**config.mk**
```make
export PLATFORM = sky130hd
export DESIGN_NAME = regwb_flat
export DESIGN_NICKNAME = d
export VERILOG_FILES = /design/src/rtl/regwb_if.sv /design/src/rtl/regwb.sv /design/src/flat_wrapper.sv
export SDC_FILE = /design/constraint.sdc
export NUM_CORES = 1
export LEC_CHECK = 0
export CORE_MARGIN = 5
export CORE_UTILIZATION = 40
export CTS_CLUSTER_SIZE = 14
export DETAILED_ROUTE_END_ITERATION = 6
export HOLD_SLACK_MARGIN = 0.12
export PLACE_DENSITY = 0.69
export SLEW_MARGIN = 40
export SYNTH_ARGS = -nofsm -noshare
export SYNTH_HDL_FRONTEND = slang
export SYNTH_SLANG_ARGS = --single-unit
```
**constraint.sdc**
```tcl
create_clock -name clk -period 2.4 [get_ports clk]
set_input_delay 0.6 -clock clk [delete_from_list [all_inputs] [get_ports clk]]
set_output_delay 0.6 -clock clk [all_outputs]
set_load 0.02 [all_outputs]
```
**src/rtl/regwb_if.sv**
```systemverilog
`default_nettype none
// ============================================================================
// Module      : regwb_if
// Description : Bundle of the ALU result, load issue/response, register-file
//               write port and scoreboard query signals of regwb.
//   master : drives alu_*, ld_issue/ld_waddr, ld_resp_*, chk_addr_*;
//            observes ld_issue_ready, ld_resp_ready, we/waddr/wdata,
//            busy_*, err.
//   slave  : the regwb side (directions mirrored).
// Revision    : 1.0 - initial release
// ============================================================================
interface regwb_if #(
  parameter int RADDRWIDTH = 3,
  parameter int REGWIDTH   = 16
);
  logic                  alu_valid;
  logic [RADDRWIDTH-1:0] alu_waddr;
  logic [REGWIDTH-1:0]   alu_wdata;
  logic                  ld_issue;
  logic [RADDRWIDTH-1:0] ld_waddr;
  logic                  ld_issue_ready;
  logic                  ld_resp_valid;
  logic [REGWIDTH-1:0]   ld_resp_data;
  logic                  ld_resp_ready;
  logic                  we;
  logic [RADDRWIDTH-1:0] waddr;
  logic [REGWIDTH-1:0]   wdata;
  logic [RADDRWIDTH-1:0] chk_addr_a;
  logic [RADDRWIDTH-1:0] chk_addr_b;
  logic [RADDRWIDTH-1:0] chk_addr_c;
  logic                  busy_a;
  logic                  busy_b;
  logic                  busy_c;
  logic                  err;

  modport master (
    output alu_valid, alu_waddr, alu_wdata,
    output ld_issue, ld_waddr,
    input  ld_issue_ready,
    output ld_resp_valid, ld_resp_data,
    input  ld_resp_ready,
    input  we, waddr, wdata,
    output chk_addr_a, chk_addr_b, chk_addr_c,
    input  busy_a, busy_b, busy_c,
    input  err
  );

  modport slave (
    input  alu_valid, alu_waddr, alu_wdata,
    input  ld_issue, ld_waddr,
    output ld_issue_ready,
    input  ld_resp_valid, ld_resp_data,
    output ld_resp_ready,
    output we, waddr, wdata,
    input  chk_addr_a, chk_addr_b, chk_addr_c,
    output busy_a, busy_b, busy_c,
    output err
  );
endinterface
`default_nettype wire

```
**src/rtl/regwb.sv**
```systemverilog
`default_nettype none
// ============================================================================
// Module      : regwb
// Description : Register-file writeback arbiter. Merges single-cycle ALU
//               results with in-order load responses onto one registered
//               write port, tracks outstanding load destinations in a tag
//               FIFO, and keeps a per-register pending count for hazard
//               queries.
// Ports       : clk  - clock
//               rst  - synchronous reset, active low
//               bus  - regwb_if.slave (ALU in, load issue/response,
//                      write port, busy queries, sticky err)
// Revision    : 1.0 - initial release
// ============================================================================
module regwb #(
  parameter int RADDRWIDTH = 3,
  parameter int REGWIDTH   = 16,
  parameter int LQDEPTH    = 2
) (
  input wire logic clk,
  input wire logic rst,
  regwb_if.slave   bus
);

  localparam int C_NREG = 1 << RADDRWIDTH;
  localparam int C_CNTW = $clog2(LQDEPTH + 1);
  localparam int C_PTRW = (LQDEPTH > 1) ? $clog2(LQDEPTH) : 1;
  localparam int C_OUTW = C_CNTW + 1;

  // Tag FIFO
  logic [RADDRWIDTH-1:0] tag_q [LQDEPTH];
  logic [RADDRWIDTH-1:0] tag_d [LQDEPTH];
  logic [C_PTRW-1:0]     wr_ptr_q, wr_ptr_d;
  logic [C_PTRW-1:0]     rd_ptr_q, rd_ptr_d;
  logic [C_CNTW-1:0]     cnt_q, cnt_d;

  // Load result holder
  logic                  lr_valid_q, lr_valid_d;
  logic [RADDRWIDTH-1:0] lr_addr_q, lr_addr_d;
  logic [REGWIDTH-1:0]   lr_data_q, lr_data_d;

  // Write port and error flag
  logic                  we_q, we_d;
  logic [RADDRWIDTH-1:0] waddr_q, waddr_d;
  logic [REGWIDTH-1:0]   wdata_q, wdata_d;
  logic                  err_q, err_d;

  // Pending loads per register; entry 0 is kept at zero
  logic [C_CNTW-1:0]     pend_q [C_NREG];
  logic [C_CNTW-1:0]     pend_d [C_NREG];

  logic                  w_alu_wr;
  logic                  w_fifo_empty;
  logic [C_OUTW-1:0]     w_outstanding;
  logic                  w_issue_ready;
  logic                  w_resp_ready;
  logic                  w_issue_acc;
  logic                  w_resp_acc;
  logic                  w_lr_drain;
  logic [RADDRWIDTH-1:0] w_head;

  assign w_alu_wr      = bus.alu_valid && (bus.alu_waddr != '0);
  assign w_fifo_empty  = (cnt_q == '0);
  // The buffered result still occupies a load slot until it is written
  assign w_outstanding = C_OUTW'(cnt_q) + C_OUTW'(lr_valid_q);
  assign w_issue_ready = (w_outstanding < C_OUTW'(LQDEPTH));
  // lr can take a new response if it is empty or is draining this edge
  assign w_resp_ready  = (!lr_valid_q || !w_alu_wr) && !w_fifo_empty;
  assign w_issue_acc   = bus.ld_issue && w_issue_ready;
  assign w_resp_acc    = bus.ld_resp_valid && w_resp_ready;
  assign w_lr_drain    = lr_valid_q && !w_alu_wr;
  assign w_head        = tag_q[rd_ptr_q];

  assign bus.ld_issue_ready = w_issue_ready;
  assign bus.ld_resp_ready  = w_resp_ready;
  assign bus.we             = we_q;
  assign bus.waddr          = waddr_q;
  assign bus.wdata          = wdata_q;
  assign bus.err            = err_q;

  assign bus.busy_a = (bus.chk_addr_a != '0) &&
                      ((pend_q[bus.chk_addr_a] != '0) || (we_q && (waddr_q == bus.chk_addr_a)));
  assign bus.busy_b = (bus.chk_addr_b != '0) &&
                      ((pend_q[bus.chk_addr_b] != '0) || (we_q && (waddr_q == bus.chk_addr_b)));
  assign bus.busy_c = (bus.chk_addr_c != '0) &&
                      ((pend_q[bus.chk_addr_c] != '0) || (we_q && (waddr_q == bus.chk_addr_c)));

  // Tag FIFO next state
  always_comb begin
    for (int i = 0; i < LQDEPTH; i++) begin
      tag_d[i] = tag_q[i];
    end
    wr_ptr_d = wr_ptr_q;
    rd_ptr_d = rd_ptr_q;
    cnt_d    = cnt_q;
    if (w_issue_acc) begin
      tag_d[wr_ptr_q] = bus.ld_waddr;
      wr_ptr_d = (wr_ptr_q == C_PTRW'(LQDEPTH - 1)) ? '0 : wr_ptr_q + 1'b1;
    end
    if (w_resp_acc) begin
      rd_ptr_d = (rd_ptr_q == C_PTRW'(LQDEPTH - 1)) ? '0 : rd_ptr_q + 1'b1;
    end
    case ({w_issue_acc, w_resp_acc})
      2'b10:   cnt_d = cnt_q + 1'b1;
      2'b01:   cnt_d = cnt_q - 1'b1;
      default: cnt_d = cnt_q;
    endcase
  end

  // Load result holder and write-port arbitration (ALU has priority)
  always_comb begin
    lr_valid_d = lr_valid_q;
    lr_addr_d  = lr_addr_q;
    lr_data_d  = lr_data_q;
    we_d       = 1'b0;
    waddr_d    = waddr_q;
    wdata_d    = wdata_q;
    if (w_alu_wr) begin
      we_d    = 1'b1;
      waddr_d = bus.alu_waddr;
      wdata_d = bus.alu_wdata;
    end else if (lr_valid_q) begin
      // Loads to r0 still retire through the port, just without a write
      we_d       = (lr_addr_q != '0);
      waddr_d    = lr_addr_q;
      wdata_d    = lr_data_q;
      lr_valid_d = 1'b0;
    end
    // A response accepted on the drain edge refills lr immediately
    if (w_resp_acc) begin
      lr_valid_d = 1'b1;
      lr_addr_d  = w_head;
      lr_data_d  = bus.ld_resp_data;
    end
  end

  // Pending counters and sticky error
  always_comb begin
    for (int i = 0; i < C_NREG; i++) begin
      pend_d[i] = pend_q[i];
      if (i == 0) begin
        pend_d[i] = '0;
      end else if ((w_issue_acc && (bus.ld_waddr == RADDRWIDTH'(i))) &&
                   !(w_lr_drain && (lr_addr_q == RADDRWIDTH'(i)))) begin
        pend_d[i] = pend_q[i] + 1'b1;
      end else if (!(w_issue_acc && (bus.ld_waddr == RADDRWIDTH'(i))) &&
                   (w_lr_drain && (lr_addr_q == RADDRWIDTH'(i)))) begin
        pend_d[i] = pend_q[i] - 1'b1;
      end
    end
    err_d = err_q
          | (w_alu_wr && (pend_q[bus.alu_waddr] != '0))
          | (bus.ld_issue && !w_issue_ready)
          | (bus.ld_resp_valid && w_fifo_empty);
  end

  always_ff @(posedge clk) begin
    if (!rst) begin
      for (int i = 0; i < LQDEPTH; i++) begin
        tag_q[i] <= '0;
      end
      for (int i = 0; i < C_NREG; i++) begin
        pend_q[i] <= '0;
      end
      wr_ptr_q   <= '0;
      rd_ptr_q   <= '0;
      cnt_q      <= '0;
      lr_valid_q <= 1'b0;
      lr_addr_q  <= '0;
      lr_data_q  <= '0;
      we_q       <= 1'b0;
      waddr_q    <= '0;
      wdata_q    <= '0;
      err_q      <= 1'b0;
    end else begin
      for (int i = 0; i < LQDEPTH; i++) begin
        tag_q[i] <= tag_d[i];
      end
      for (int i = 0; i < C_NREG; i++) begin
        pend_q[i] <= pend_d[i];
      end
      wr_ptr_q   <= wr_ptr_d;
      rd_ptr_q   <= rd_ptr_d;
      cnt_q      <= cnt_d;
      lr_valid_q <= lr_valid_d;
      lr_addr_q  <= lr_addr_d;
      lr_data_q  <= lr_data_d;
      we_q       <= we_d;
      waddr_q    <= waddr_d;
      wdata_q    <= wdata_d;
      err_q      <= err_d;
    end
  end

endmodule
`default_nettype wire

```
**src/flat_wrapper.sv**
```systemverilog
// flat-port wrapper written by rule: the top's interface ports become plain ports
module regwb_flat 
#(
  parameter int RADDRWIDTH = 3,
  parameter int REGWIDTH   = 16,
  parameter int LQDEPTH    = 2
)
  (clk, rst, bus_alu_valid, bus_alu_waddr, bus_alu_wdata, bus_ld_issue, bus_ld_waddr, bus_ld_issue_ready, bus_ld_resp_valid, bus_ld_resp_data, bus_ld_resp_ready, bus_we, bus_waddr, bus_wdata, bus_chk_addr_a, bus_chk_addr_b, bus_chk_addr_c, bus_busy_a, bus_busy_b, bus_busy_c, bus_err);
  regwb_if #(.RADDRWIDTH(RADDRWIDTH), .REGWIDTH(REGWIDTH)) bus_i ();
  input wire logic clk;
  input wire logic rst;
  input wire logic [$bits(bus_i.alu_valid)-1:0] bus_alu_valid;
  input wire logic [$bits(bus_i.alu_waddr)-1:0] bus_alu_waddr;
  input wire logic [$bits(bus_i.alu_wdata)-1:0] bus_alu_wdata;
  input wire logic [$bits(bus_i.ld_issue)-1:0] bus_ld_issue;
  input wire logic [$bits(bus_i.ld_waddr)-1:0] bus_ld_waddr;
  output wire logic [$bits(bus_i.ld_issue_ready)-1:0] bus_ld_issue_ready;
  input wire logic [$bits(bus_i.ld_resp_valid)-1:0] bus_ld_resp_valid;
  input wire logic [$bits(bus_i.ld_resp_data)-1:0] bus_ld_resp_data;
  output wire logic [$bits(bus_i.ld_resp_ready)-1:0] bus_ld_resp_ready;
  output wire logic [$bits(bus_i.we)-1:0] bus_we;
  output wire logic [$bits(bus_i.waddr)-1:0] bus_waddr;
  output wire logic [$bits(bus_i.wdata)-1:0] bus_wdata;
  input wire logic [$bits(bus_i.chk_addr_a)-1:0] bus_chk_addr_a;
  input wire logic [$bits(bus_i.chk_addr_b)-1:0] bus_chk_addr_b;
  input wire logic [$bits(bus_i.chk_addr_c)-1:0] bus_chk_addr_c;
  output wire logic [$bits(bus_i.busy_a)-1:0] bus_busy_a;
  output wire logic [$bits(bus_i.busy_b)-1:0] bus_busy_b;
  output wire logic [$bits(bus_i.busy_c)-1:0] bus_busy_c;
  output wire logic [$bits(bus_i.err)-1:0] bus_err;
  assign bus_i.alu_valid = bus_alu_valid;
  assign bus_i.alu_waddr = bus_alu_waddr;
  assign bus_i.alu_wdata = bus_alu_wdata;
  assign bus_i.ld_issue = bus_ld_issue;
  assign bus_i.ld_waddr = bus_ld_waddr;
  assign bus_ld_issue_ready = bus_i.ld_issue_ready;
  assign bus_i.ld_resp_valid = bus_ld_resp_valid;
  assign bus_i.ld_resp_data = bus_ld_resp_data;
  assign bus_ld_resp_ready = bus_i.ld_resp_ready;
  assign bus_we = bus_i.we;
  assign bus_waddr = bus_i.waddr;
  assign bus_wdata = bus_i.wdata;
  assign bus_i.chk_addr_a = bus_chk_addr_a;
  assign bus_i.chk_addr_b = bus_chk_addr_b;
  assign bus_i.chk_addr_c = bus_chk_addr_c;
  assign bus_busy_a = bus_i.busy_a;
  assign bus_busy_b = bus_i.busy_b;
  assign bus_busy_c = bus_i.busy_c;
  assign bus_err = bus_i.err;
  regwb #(.RADDRWIDTH(RADDRWIDTH), .REGWIDTH(REGWIDTH), .LQDEPTH(LQDEPTH)) u_core (.clk(clk), .rst(rst), .bus(bus_i));
endmodule
```
==> reports/metrics.cfg, run 1 <==
[routing]
ant_nets = 0
via_count = 3201
drcViolationCount = 0
via_per_inst = 5.188
drt_iter0_drc = 121
avgRoutedWirePerCell_um = 14.86
first_pass_iters = 4
wl_mm = 9.169

[floorplan]
initial_core_util = 0.4142
die_h_um = 102.5
dieArea_mm2 = 0.01050
io_pins = 78
core_area_mm2 = 0.008258
rows = 33
dieWidth_um = 102.5

[yosys]
yosysMostFrequentCell = dfxtp_1
syn_inst = 400
async_reset_ff_frac = 0
synth_area_mm2 = 0.003421
synth_nets = 460
syn_avg_cell_area_um2 = 8.552
yosysSeqAreaShare = 0.3804
yosys-top-cells-count = dfxtp_1 (65), nand2_1 (48), o21ai_0 (32)
synth_top_area_cell = dfxtp_1
yosysWarnings = 0
yosys.cell_types.count = 41
yosysTopAreaCellShare = 0.3804
synth_edf_count = 0
ys_ff_latch = 65
synth_area_leaders = dfxtp_1 (38%), mux2i_1 (7.6%), o211a_1 (5.6%)
ys.flop_type = dfxtp_1

[final_layout]
area_growth_pct = 45.21
drive_above_1_share = 0.1973
fin_area_mm2 = 0.004967
multiInputGateArea_mm2 = 0.002158
fillCellCount = 725
antenna_cells = 0
seqCellArea_mm2 = 0.001311
final_nets = 567

[worst_setup_path]
crit_required_ns = 1.80
critPathMaxFanout = 2
r2r_slack_ns = 0.35
arrival_ns = 1.83
end_kind = output pin
rr_worst_depth = 6
crit-reg2reg-launch = u_core.lr_valid_q
reg2reg_to = u_core.pend_q[4][1]
worst-setup-path-type = in -> out
critPathLaunchType = primary input

[clock_network]
cts_buffer_depth = 2
clk_latency_ns = 0.34
clkSinkCount = 65
cts_root_buf = clkbuf_8
numCtsBuffers = 9
clk_pin_slew_ns = 0.07
cts_tree = built
cts_hold_buf = 0
cts_htree_levels = 3

[sta]
drv_slew = 0
finalClockSkew_ns = 0.006342
rsz0062_at_grt = yes
report.final.hold_viol_count = 0
max_freq_mhz = 410.9
slew_headroom = 0.6513
setup_viol = 2
fin_ws_ns = -0.03391
min_period_ns = 2.434
finalCritPeriodShare = 1.014
tightest_slew_ns = 0.5230

[pwr]
power.density_mw_per_mm2 = 719.8
leakage_nw = 2.110
ir_drop_mv = 0.4712

[hold_path]
min_path_type = reg -> reg
min_to = u_core.lr_data_q[4]
hold_depth = 2
min-delay-start = u_core.lr_data_q[4]

[grt]
grt_pass1_wl_mm = 15.24
overflow = 0
first_global_vias = 3287
grt_max_degree = 40
antenna_found_initial = 0
grtUsageTotal = 0.1837

[place]
placed_area_mm2 = 0.004557
dp_hpwl_mm = 6.652
post-place-ws_ns = -0.8780
place.port_buffers = 77
place.gp.congestion = 0.8546

[run]
max_cap_viol_count = 0

[outcome]
status = complete, but fails checks
violations = negative setup slack

cell type report:
class / instances / area share
clock buffers: 11 / 0.02846
clock inverters: 5 / 0.01587
repair buffers: 126 / 0.2292
flip-flops and latches: 65 / 0.2640
inverters: 2 / 0.001511
multi-input cells: 303 / 0.4345
well taps: 105 / 0.02645
cells in the final DEF (no fill, tap or decap), types with 3 or more instances in the layout:
| cell | n |
|---|---|
| a211oi_1 | 3 |
| nand2b_1 | 3 |
| ha_1 | 8 |
| o211a_1 | 19 |
| a21boi_0 | 9 |
| or3_1 | 9 |
| nor2_1 | 17 |
| nor3_1 | 12 |
| clkbuf_8 | 10 |
| xnor2_1 | 9 |
| xor2_1 | 9 |
| nand2_1 | 48 |
| dfxtp_1 | 61 |
| a21oi_1 | 11 |
| nand3_1 | 22 |
| clkdlybuf4s50_1 | 62 |
| xor2_2 | 4 |
| buf_4 | 48 |
| o21ai_0 | 32 |
| a21o_1 | 3 |
| buf_6 | 5 |
| buf_2 | 3 |
| dlygate4sd2_1 | 5 |
| a21oi_2 | 3 |
| and2_1 | 10 |
| mux2i_1 | 26 |
| nor2b_1 | 9 |
state kept, by name, summed over array words and instances (netlist names):
register	count
u_core.cnt_q	2
u_core.lr_valid_q	1
u_core.bus.err	1
u_core.bus.we	1
u_core.pend_q	14
u_core.bus.wdata	16
u_core.lr_addr_q	3
u_core.wr_ptr_q	1
u_core.rd_ptr_q	1
u_core.bus.waddr	3
u_core.lr_data_q	16
u_core.tag_q	6
cell families (layout without fill, tap and decap cells):
kind of cell / Yosys count / in the layout / share of synthesized area
and+or+nand+nor: 149 / 149 / 0.2143
AOI/OAI and AO/OA: 98 / 98 / 0.2026
DFF: 65 / 65 / 0.3804
buffers and inverters: 32 / 144 / 0.04096
muxes: 26 / 26 / 0.07608
xor gates and xnor gates: 22 / 22 / 0.05633
adders and majority gates: 8 / 8 / 0.02926
how the worst max path moves through the flow:
stage	slack [ns]	start	cells after the start	to
after floorplan	-0.1	bus_chk_addr_a[2]	5	bus_busy_a
after global placement	-0.79	bus_chk_addr_a[2]	6	bus_busy_a
after detailed placement	-0.88	bus_chk_addr_a[2]	6	bus_busy_a
after CTS	-0.08	u_core.bus.waddr[2]	5	bus_busy_a
after global routing	-0.1	u_core.bus.waddr[2]	5	bus_busy_a
final	-0.03	bus_chk_addr_a[2]	6	bus_busy_a
routing by layer:
layer	up-vias	GRT usage	share of wire
li1	1632	-	-
met5	-	0	0
met4	0	0.06458	0.014
met2	74	0.3138	0.49
met1	1481	0.2279	0.45
met3	14	0.03891	0.049
report_power, final:
| part | internal, mW | switching [mW] | total (mW) |
|---|---|---|---|
| Clock | 0.612 | 0.416 | 1.03 |
| Sequential | 1.24 | 0.164 | 1.41 |
| Combinational | 0.576 | 0.566 | 1.14 |
worst max-delay path: stages:
cell and delay [ns]:
buf_6 0.10, or3b_4 0.42, a2111oi_2 0.32, a2111oi_0 0.11, a21oi_1 0.13, buf_4 0.16
repair_timing:
item	in CTS	in global routing
pin swaps	13	2
resized for setup	65	20
setup buffers	3	0
gates cloned	0	0
endpoints found under the setup margin	4	8
endpoints found under the hold margin	0	0
through the flow:
| step | utilization | hold slack, ns | total power [mW] | TNS, ns | std cells |
|---|---|---|---|---|---|
| 3_5_place_dp | 0.5518 | 0.4507 | 2.520 | -6.269 | 598 |
| 4_1_cts | 0.5929 | 0.4607 | 3.578 | -0.1099 | 617 |
| 3_3_place_gp | 0.5518 | 0.4455 | 2.486 | -5.583 | 598 |
| 2_1_floorplan | - | 0.4356 | 2.056 | -0.09704 | 400 |
| 5_1_grt | 0.6015 | 0.4796 | 3.799 | -0.2050 | 617 |
| 6_report | 0.6015 | 0.4602 | 3.575 | -0.05168 | 617 |
Note: power is estimated with default switching activity, not from simulation.
==> inputs of run 2 (changes only) <==
GPL_TIMING_DRIVEN = 0   (was default)
==> reports/metrics.cfg, run 2 (same netlist as run 1, synthesis figures left out) <==
[routing]
via_count = 3216
drt_iter0_drc = 162
wl_mm = 9.384
drcViolationCount = 0
via_per_inst = 5.378
avgRoutedWirePerCell_um = 15.69
first_pass_iters = 4
ant_nets = 0

[pwr]
leakage_nw = 1.950
seq_power_share = 0.398
p_clk_frac = 0.278
switching_share = 0.3321
power_frac_comb = 0.324
power.switching_mw = 1.142
power.density_mw_per_mm2 = 733.2
intPower_mw = 2.298
finalPower_mw = 3.440
ir_drop_mv = 0.4510

[sta]
report.final.hold_viol_count = 0
drv_slew = 0
finalCritPeriodShare = 1.028
tightest_slew_ns = 0.5122
rsz0062_at_grt = yes
tns_ns = -0.07310
max_freq_mhz = 405.3
whs_ns = 0.4664
slew_headroom = 0.6585
fin_ws_ns = -0.06759
finalClockSkew_ns = 0.009001
setup_viol = 2
min_period_ns = 2.468

[grt]
grtUsageTotal = 0.1870
grt_max_degree = 16
first_global_vias = 3179
overflow = 0
antenna_found_initial = 0
grt_pass1_wl_mm = 15.28

[final_layout]
layout_commonest_cell = dfxtp_1
antenna_cells = 0
final_cell_mix = dfxtp_1 (61), clkdlybuf4s50_1 (58), nand2_1 (48), o21ai_0 (32), mux2i_1 (26)
area_growth_pct = 37.16
drive_above_1_share = 0.1379
final_nets = 548

[place]
place.port_buffers = 72
place.gp.congestion = 0.8430
dp_hpwl_mm = 6.846

[worst_setup_path]
worst-setup-path-type = in -> out
crit_required_ns = 1.80
critPathMaxFanout = 10
arrival_ns = 1.87
end_kind = output pin
critPathLaunchType = primary input

[floorplan]
core_area_mm2 = 0.008258
dieWidth_um = 102.5
die_h_um = 102.5
io_pins = 78
initial_core_util = 0.4142
dieArea_mm2 = 0.01050
rows = 33

[clock_network]
cts_buffer_depth = 2
cts_tree = built
clk_pin_slew_ns = 0.07
numCtsBuffers = 9
cts_root_buf = clkbuf_8
clk_latency_ns = 0.34
cts_htree_levels = 3
clkSinkCount = 65

[run]
max_cap_viol_count = 0

[outcome]
status = complete, but fails checks
violations = negative setup slack

[hold_path]
min_path_type = reg -> reg

[run 2: per-layer routing]
| layer | wire length (um) | part of all wire | track usage |
|---|---|---|---|
| met1 | 4087 | 0.44 | 0.2300 |
| met2 | 4640 | 0.49 | 0.3123 |
| met3 | 576 | 0.061 | 0.05188 |
| met4 | 80 | 0.0085 | 0.06761 |
| met5 | 0 | 0 | 0 |
[run 2: layout make-up]
| type | instances | area, um2 |
|---|---|---|
| Clock buffer | 12 | 155.1 |
| Multi-Input combinational cell | 303 | 2127 |
| Clock inverter | 4 | 51.30 |
| Buffer | 27 | 132.6 |
| Sequential cell | 65 | 1311 |
| Fill cell | 772 | 3566 |
| Inverter | 2 | 7.507 |
| Timing Repair Buffer | 80 | 775.7 |
| Tap cell | 105 | 131.4 |
[run 2: final timing paths]
path / startpoint / endpoint / slack (ns) / cells after the start
worst min-delay path: u_core.lr_data_q[14] / u_core.lr_data_q[14] / 0.47 / 2
worst max register to register: u_core.lr_valid_q / u_core.pend_q[1][1] / 0.26 / 7
worst min register to register: u_core.lr_data_q[14] / u_core.lr_data_q[14] / 0.47 / 2
worst max-delay path: bus_chk_addr_a[2] / bus_busy_a / -0.07 / 6
[run 2: power groups by stage]
stage / logic [mW] / clock network (mW) / registers (mW)
2_1_floorplan: 0.660 / 0 / 1.40
3_3_place_gp: 1.05 / 0 / 1.38
3_5_place_dp: 1.07 / 0 / 1.38
4_1_cts: 1.09 / 0.982 / 1.36
5_1_grt: 1.23 / 1.03 / 1.39
6_report: 1.11 / 0.957 / 1.37
[run 2: critical path, stage by stage]
cell	delay (ns)
buf_4	0.16
or3b_4	0.42
a2111oi_4	0.33
a211oi_2	0.07
a21oi_1	0.13
buf_4	0.15
[run 2: per-stage QoR]
stage / std cells / utilization / area [um2] / worst slack [ns]
2_1_floorplan: 400 / - / 3421 / -0.09704
3_3_place_gp: 577 / 0.5174 / 4273 / -0.6816
3_5_place_dp: 577 / 0.5174 / 4273 / -0.7632
4_1_cts: 594 / 0.5564 / 4594 / -0.05163
5_1_grt: 598 / 0.5682 / 4692 / -0.1020
6_report: 598 / 0.5682 / 4692 / -0.06759
[run 2: what timing repair did]
action / 4_1_cts / 5_1_grt
setup buffers: 3 / 5
endpoints found under the setup margin: 16 / 7
pin swaps: 6 / 6
gates resized for setup: 59 / 16
hold buffers: 0 / 0
